==> config.mk <==
export PLATFORM = sky130hd
export DESIGN_NAME = sha256_block_loader
export DESIGN_NICKNAME = d
export VERILOG_FILES = /design/src/rtl/sha256_pkg.sv /design/src/rtl/sha256_pad_word.sv /design/src/rtl/sha256_block_loader.sv
export SDC_FILE = /design/constraint.sdc
export NUM_CORES = 1
export LEC_CHECK = 0
export ABC_AREA = 1
export ABC_CLOCK_PERIOD_IN_PS = 2300
export CORE_AREA = 3 3 115 117
export CTS_BUF_LIST = sky130_fd_sc_hd__clkbuf_8
export DETAILED_ROUTE_END_ITERATION = 8
export DIE_AREA = 0 0 118 120
export PLACE_DENSITY = 0.82
export SETUP_SLACK_MARGIN = 0.5
export SYNTH_ARGS = -nofsm -noshare
export SYNTH_HDL_FRONTEND = slang
export SYNTH_HIERARCHICAL = 1
export SYNTH_SLANG_ARGS = --single-unit
==> constraint.sdc <==
create_clock -name clk -period 2.3 [get_ports clk]
set_input_delay 0.575 -clock clk [delete_from_list [all_inputs] [get_ports clk]]
set_output_delay 0.575 -clock clk [all_outputs]
set_load 0.02 [all_outputs]
==> src/rtl/sha256_pkg.sv <==
// Shared definitions for the SHA-256 block loader: FSM encoding, padding constants
// and the length-field word selector.
package sha256_pkg;

  typedef enum logic [2:0] {
    S_IDLE,
    S_CLR,
    S_LOAD,
    S_PAD,
    S_LEN_HI,
    S_LEN_LO,
    S_HANDOFF
  } state_t;

  localparam logic [31:0] PAD_MARKER      = 32'h8000_0000;
  localparam int          WORDS_PER_BLOCK = 16;
  localparam logic [3:0]  LEN_HI_IDX      = 4'(WORDS_PER_BLOCK - 2);
  localparam logic [3:0]  LEN_LO_IDX      = 4'(WORDS_PER_BLOCK - 1);

  function automatic logic [31:0] len_word(input logic [63:0] len, input logic hi);
    return hi ? len[63:32] : len[31:0];
  endfunction

endpackage

==> src/rtl/sha256_pad_word.sv <==
// Final-word shaping: keeps the valid leading bytes, inserts the 0x80 marker and
// zeroes the rest. SHA256_LOADER_BSWAP_EN selects little-endian input byte order.
module sha256_pad_word
  import sha256_pkg::*;
(
  input  logic [31:0] i_data,
  input  logic [2:0]  i_nbytes,
  input  logic        i_last,
  output logic [31:0] o_word,
  output logic        o_marker
);

  logic [31:0] w_data;

  genvar gi;

`ifdef SHA256_LOADER_BSWAP_EN
  generate
    for (gi = 0; gi < 4; gi++) begin : g_swap
      assign w_data[8*gi +: 8] = i_data[31-8*gi -: 8];
    end
  endgenerate
`else
  assign w_data = i_data;
`endif

  // Byte gi counts from the most significant byte of the word.
  generate
    for (gi = 0; gi < 4; gi++) begin : g_byte
      assign o_word[31-8*gi -: 8] =
        (!i_last || (i_nbytes > 3'(gi))) ? w_data[31-8*gi -: 8] :
        (i_nbytes == 3'(gi))             ? PAD_MARKER[31:24]    : 8'h00;
    end
  endgenerate

  assign o_marker = i_last && (i_nbytes < 3'd4);

endmodule

==> src/rtl/sha256_block_loader.sv <==
// Streams message words into the SHA-256 scheduler memory with full padding and
// per-block handoff. Optional macro SHA256_LOADER_BSWAP_EN (see sha256_pad_word).
module sha256_block_loader
  import sha256_pkg::*;
#(
  parameter int LEN_W = 64
)
(
  input  logic        clk,
  input  logic        reset_n,
  input  logic        in_valid,
  output logic        in_ready,
  input  logic [31:0] in_data,
  input  logic        in_last,
  input  logic [2:0]  in_nbytes,
  output logic        wr_en,
  output logic [3:0]  wr_addr,
  output logic [31:0] wr_data,
  output logic        blk_clr_n,
  output logic        block_valid,
  output logic        block_last,
  input  logic        block_ack,
  output logic        busy
);

  state_t           r_state;
  logic [3:0]       r_idx;
  logic [LEN_W-1:0] r_len;
  logic             r_mark_pend;
  logic             r_len_here;
  logic             r_pad;
  logic             r_final;
  logic             r_in_ready;
  logic             r_wr_en;
  logic [3:0]       r_wr_addr;
  logic [31:0]      r_wr_data;
  logic             r_blk_clr_n;
  logic             r_block_valid;
  logic             r_block_last;
  logic             r_busy;

  logic [31:0]      w_pad_word;
  logic             w_marker;
  logic             w_accept;
  logic [LEN_W-1:0] w_len_add;
  logic [63:0]      w_len64;

  sha256_pad_word u_pad_word (
    .i_data   (in_data),
    .i_nbytes (in_nbytes),
    .i_last   (in_last),
    .o_word   (w_pad_word),
    .o_marker (w_marker)
  );

  assign w_accept  = in_valid && r_in_ready;
  assign w_len_add = r_len + LEN_W'({in_nbytes, 3'b000});
  assign w_len64   = 64'(r_len);

  always_ff @(posedge clk or negedge reset_n) begin
    if (!reset_n) begin
      r_state       <= S_IDLE;
      r_idx         <= '0;
      r_len         <= '0;
      r_mark_pend   <= 1'b0;
      r_len_here    <= 1'b0;
      r_pad         <= 1'b0;
      r_final       <= 1'b0;
      r_in_ready    <= 1'b0;
      r_wr_en       <= 1'b0;
      r_wr_addr     <= '0;
      r_wr_data     <= '0;
      r_blk_clr_n   <= 1'b1;
      r_block_valid <= 1'b0;
      r_block_last  <= 1'b0;
      r_busy        <= 1'b0;
    end else begin
      r_wr_en     <= 1'b0;
      r_blk_clr_n <= 1'b1;
      case (r_state)
        S_IDLE, S_LOAD: begin
          r_in_ready <= 1'b1;
          if (w_accept) begin
            r_busy    <= 1'b1;
            r_wr_en   <= 1'b1;
            r_wr_addr <= r_idx;
            r_wr_data <= w_pad_word;
            r_idx     <= r_idx + 4'd1;
            r_len     <= w_len_add;
            if (in_last) begin
              // A full final word leaves the marker for the next slot.
              r_in_ready  <= 1'b0;
              r_pad       <= 1'b1;
              r_mark_pend <= !w_marker;
              r_len_here  <= (r_idx < LEN_HI_IDX);
              if (r_idx == LEN_LO_IDX)
                r_state <= S_HANDOFF;
              else if (w_marker && (r_idx == LEN_HI_IDX - 4'd1))
                r_state <= S_LEN_HI;
              else
                r_state <= S_PAD;
            end else if (r_idx == LEN_LO_IDX) begin
              r_in_ready <= 1'b0;
              r_state    <= S_HANDOFF;
            end else begin
              r_state <= S_LOAD;
            end
          end
        end

        S_CLR: begin
          r_len_here <= 1'b1;
          if (r_pad) begin
            r_state <= S_PAD;
          end else begin
            r_in_ready <= 1'b1;
            r_state    <= S_LOAD;
          end
        end

        S_PAD: begin
          r_wr_en     <= 1'b1;
          r_wr_addr   <= r_idx;
          r_wr_data   <= r_mark_pend ? PAD_MARKER : 32'h0;
          r_idx       <= r_idx + 4'd1;
          r_mark_pend <= 1'b0;
          if (r_mark_pend)
            r_len_here <= (r_idx < LEN_HI_IDX);
          // Reaching slot 13 here means the marker sits at or below 13.
          if (r_idx == LEN_LO_IDX)
            r_state <= S_HANDOFF;
          else if (r_idx == LEN_HI_IDX - 4'd1)
            r_state <= S_LEN_HI;
        end

        S_LEN_HI: begin
          r_wr_en   <= 1'b1;
          r_wr_addr <= r_idx;
          r_wr_data <= len_word(w_len64, 1'b1);
          r_idx     <= r_idx + 4'd1;
          r_state   <= S_LEN_LO;
        end

        S_LEN_LO: begin
          r_wr_en   <= 1'b1;
          r_wr_addr <= r_idx;
          r_wr_data <= len_word(w_len64, 1'b0);
          r_idx     <= r_idx + 4'd1;
          r_final   <= 1'b1;
          r_state   <= S_HANDOFF;
        end

        S_HANDOFF: begin
          if (!r_block_valid) begin
            r_block_valid <= 1'b1;
            r_block_last  <= r_final;
          end else if (block_ack) begin
            r_block_valid <= 1'b0;
            r_block_last  <= 1'b0;
            r_idx         <= '0;
            if (r_final) begin
              r_state     <= S_IDLE;
              r_busy      <= 1'b0;
              r_in_ready  <= 1'b1;
              r_len       <= '0;
              r_final     <= 1'b0;
              r_pad       <= 1'b0;
              r_mark_pend <= 1'b0;
            end else begin
              r_state     <= S_CLR;
              r_blk_clr_n <= 1'b0;
            end
          end
        end

        default: r_state <= S_IDLE;
      endcase
    end
  end

  assign in_ready    = r_in_ready;
  assign wr_en       = r_wr_en;
  assign wr_addr     = r_wr_addr;
  assign wr_data     = r_wr_data;
  assign blk_clr_n   = r_blk_clr_n;
  assign block_valid = r_block_valid;
  assign block_last  = r_block_last;
  assign busy        = r_busy;

endmodule

==> flow_metrics.tcl <==
set metrics [dict create \
    initial_core_util 0.578 \
    synth_most_common_cell "nand2_1" \
    viasPerCell 5.87 \
    yosys-top-cells-area "dfrtp_1 (39%), nand2_1 (14%), nor2_1 (9.4%), inv_1 (8.0%), nand3_1 (4.4%)" \
    synth-seq-cells 113 \
    cpLargestDelayFamily "buffers and inverters" \
    antenna_found_initial 0 \
    endpoint_kind "flip-flop" \
    dr.pass1.iters 6 \
    cts_tree "built" \
    leakage_nw 4.61 \
    setup_viol 0 \
    yosysTopAreaCell "dfrtp_1" \
    status "complete, no violations" \
    final_antenna_net_count 0 \
    track_usage 0.353 \
    fp.dieArea_um2 14200 \
    tightest_slew_ns 0.602 \
    ys_seq_area_frac 0.393 \
    drt_iter0_markers 1143 \
    worstPathArrival_ns 2.42 \
    dp_hpwl_um 18200 \
    worstSkewPairLatency_ns 0.46 \
    core_um2 12500 \
    critical_path.cell_chain "ha_4, inv_2, fa_2, inv_4, nand3_4, nand2_2, buf_4, buf_6, buf_6, buf_4, buf_4, a31oi_1, nor3_1" \
    die_h_um 120 \
    worstPathRequired_ns 2.65 \
    layout_min_cycle_time_ns 2.07 \
    port_buffers 81 \
    cp_slowest_stage_delay_ns 0.38 \
    slew_headroom 0.598 \
    critical_path.max_fanout 3 \
    routedWlPerCell_um 18.6 \
    ioPinCount 82 \
    cp-start-kind "flip-flop" \
    drt-total-wl_um 26200 \
    drive_gt1_frac 0.202 \
    yosysTopAreaCellShare 0.389 \
    design_power_total_mw 10.5 \
    drc 0 \
    htreeDepth 4 \
    peakVddDrop_mv 0.732 \
    fin_nets 1267 \
    ys.flop_type "dfrtp_1" \
    fin_setup_tns_ns 0 \
    synth_edf_count 0 \
    critical_path_buf_inv_count 7 \
    rsz0062_at_grt "true" \
    diodes 0 \
    clk_pin_slew_ns 0.07 \
    cts_root_buf "clkbuf_8" \
    post_dp_cell_area_um2 8570 \
    postSynthCellCount 1082 \
    synth_cell_type_count 39 \
    die-width_um 118 \
    grt_pass1_vias 7214 \
    via_count 8254 \
    area_growth_pct 36.2 \
    final.fill_count 925 \
    hold_class "in2async" \
    clock_sinks 113 \
    overflow 0 \
    finalCritPeriodShare 0.901 \
    grt_pass1_wl_um 38800 \
    final_hold_viol_count 0 \
    max_freq_ghz 0.483 \
    rows 41 \
    grt_max_degree 45 \
    drv_slew 0 \
    synthesis.nets 1128 \
    postSynth.asyncResetShare 1.00 \
    critPathKind "reg2reg" \
    design_area_um2 9810 \
    cts_buffers 17 \
    critPathSlowestCell "dfrtp_1" \
    clock_skew_ns 0.00895 \
    yosys_warnings 6 \
    cpMostUsedCell "buf_4" \
    gp_congestion 1.01 \
    synth_commonest_cells "nand2_1 (278), nor2_1 (181), inv_1 (153), dfrtp_1 (112), nand3_1 (64)" \
    syn_avg_cell_area_um2 6.65 \
    clock_path_buffers 2 \
    synth_area_um2 7200 \
    p_per_area_nw_per_um2 1070 \
    cap_violations 0 \
]
cells in the final DEF, fill, tap and decap left out, types with 3 or more instances in the layout:
master / n
o21ai_1: 8
nor2_4: 30
nor3_2: 8
o21ai_2: 6
ha_1: 3
o21ai_0: 47
nand2_4: 8
inv_2: 11
a31oi_1: 36
a21oi_1: 24
o22ai_1: 21
dlygate4sd2_1: 43
clkbuf_8: 22
buf_4: 48
nand3_2: 24
nor3_1: 14
nand2_8: 3
clkdlybuf4s50_1: 35
nand3_4: 6
nand4_1: 30
dfrtp_1: 107
clkinv_2: 3
nand2_2: 11
inv_4: 4
bufinv_16: 4
inv_1: 149
nor2_2: 17
dfrtp_2: 5
buf_12: 8
buf_6: 11
nand3_1: 36
xor2_1: 5
nor2_1: 151
a21oi_2: 5
nand2_1: 262
o21a_1: 3
worst reg2reg max path: stages, from the launching register on:
cell and delay (ns):
dfrtp_1 0.38, ha_4 0.14, inv_2 0.04, fa_2 0.36, inv_4 0.10, nand3_4 0.09
nand2_2 0.08, buf_4 0.11, buf_6 0.08, buf_6 0.10, buf_4 0.09, buf_4 0.09
a31oi_1 0.08, nor3_1 0.22
kinds of logic (layout without fill, tap and decap cells):
kind of cell	after synthesis	after routing	synth area share
AOI/OAI and AO/OA	160	160	0.126
xor gates and xnor gates	5	5	0.00608
adders and majority gates	6	6	0.0115
buffers and inverters	194	345	0.107
DFF	113	113	0.393
and+or+nand+nor	604	605	0.356
stage by stage:
stage / hold slack [ns] / worst slack (ns) / util / instances
4_1_cts: 0.134 / 0.316 / 0.740 / 1391
5_1_grt: 0.160 / 0.165 / 0.787 / 1406
3_5_place_dp: 0.472 / -0.471 / 0.688 / 1350
6_report: 0.121 / 0.228 / 0.787 / 1406
2_1_floorplan: 0.279 / 0.261 / - / 1082
3_3_place_gp: 0.466 / -0.439 / 0.688 / 1350
area by class of cell:
class	instances	area [um^2]	area share
clock buffer	22	303	0.0309
clock inverter	10	155	0.0158
inverter	164	626	0.0638
multi-input combinational	776	4250	0.433
sequential	113	2840	0.289
tap	172	215	0.0219
timing repair buffer	149	1430	0.146
report_power, final:
group,switching [mW],internal [mW]
clock,0.856,1.32
sequential,0.643,2.68
combinational,3.18,1.85
total,4.68,5.85
final timing paths:
kind	from	to	slack, ns	cells after the start
worst min-delay path	reset_n	wr_addr[3]	0.12	1
worst min register to register	wr_data[28]	wr_data[28]	0.48	2
min in group clk	wr_data[28]	wr_data[28]	0.48	2
max in group asynchronous	reset_n	blk_clr_n	1.52	2
worst max-delay path	r_len[3]	r_len[11]	0.23	13
worst max register to register	r_len[3]	r_len[11]	0.23	13
what timing repair did:
action / 4_1_cts / 5_1_grt
setup buffers: 8 / 14
cloned: 1 / 1
endpoints found under the setup margin: 133 / 93
hold buffers: 0 / 0
gates resized for setup: 96 / 118
pin swaps: 34 / 52
sequential cells by signal, indices dropped and copies added, names as in the netlist:
signal and count:
r_len 61, wr_data 32, r_idx 4, wr_addr 4, r_state 3, blk_clr_n 1, block_last 1, block_valid 1
busy 1, in_ready 1, r_final 1, r_mark_pend 1, r_pad 1, wr_en 1
routing by layer:
layer  share of wire  global-route usage  vias up
met5               0                   0        -
met4           0.048               0.147        0
met1            0.41               0.483     3824
met3            0.12               0.107      112
li1                -                   -     3783
met2            0.43               0.526      535
Note: power is estimated with default switching activity, not from simulation.
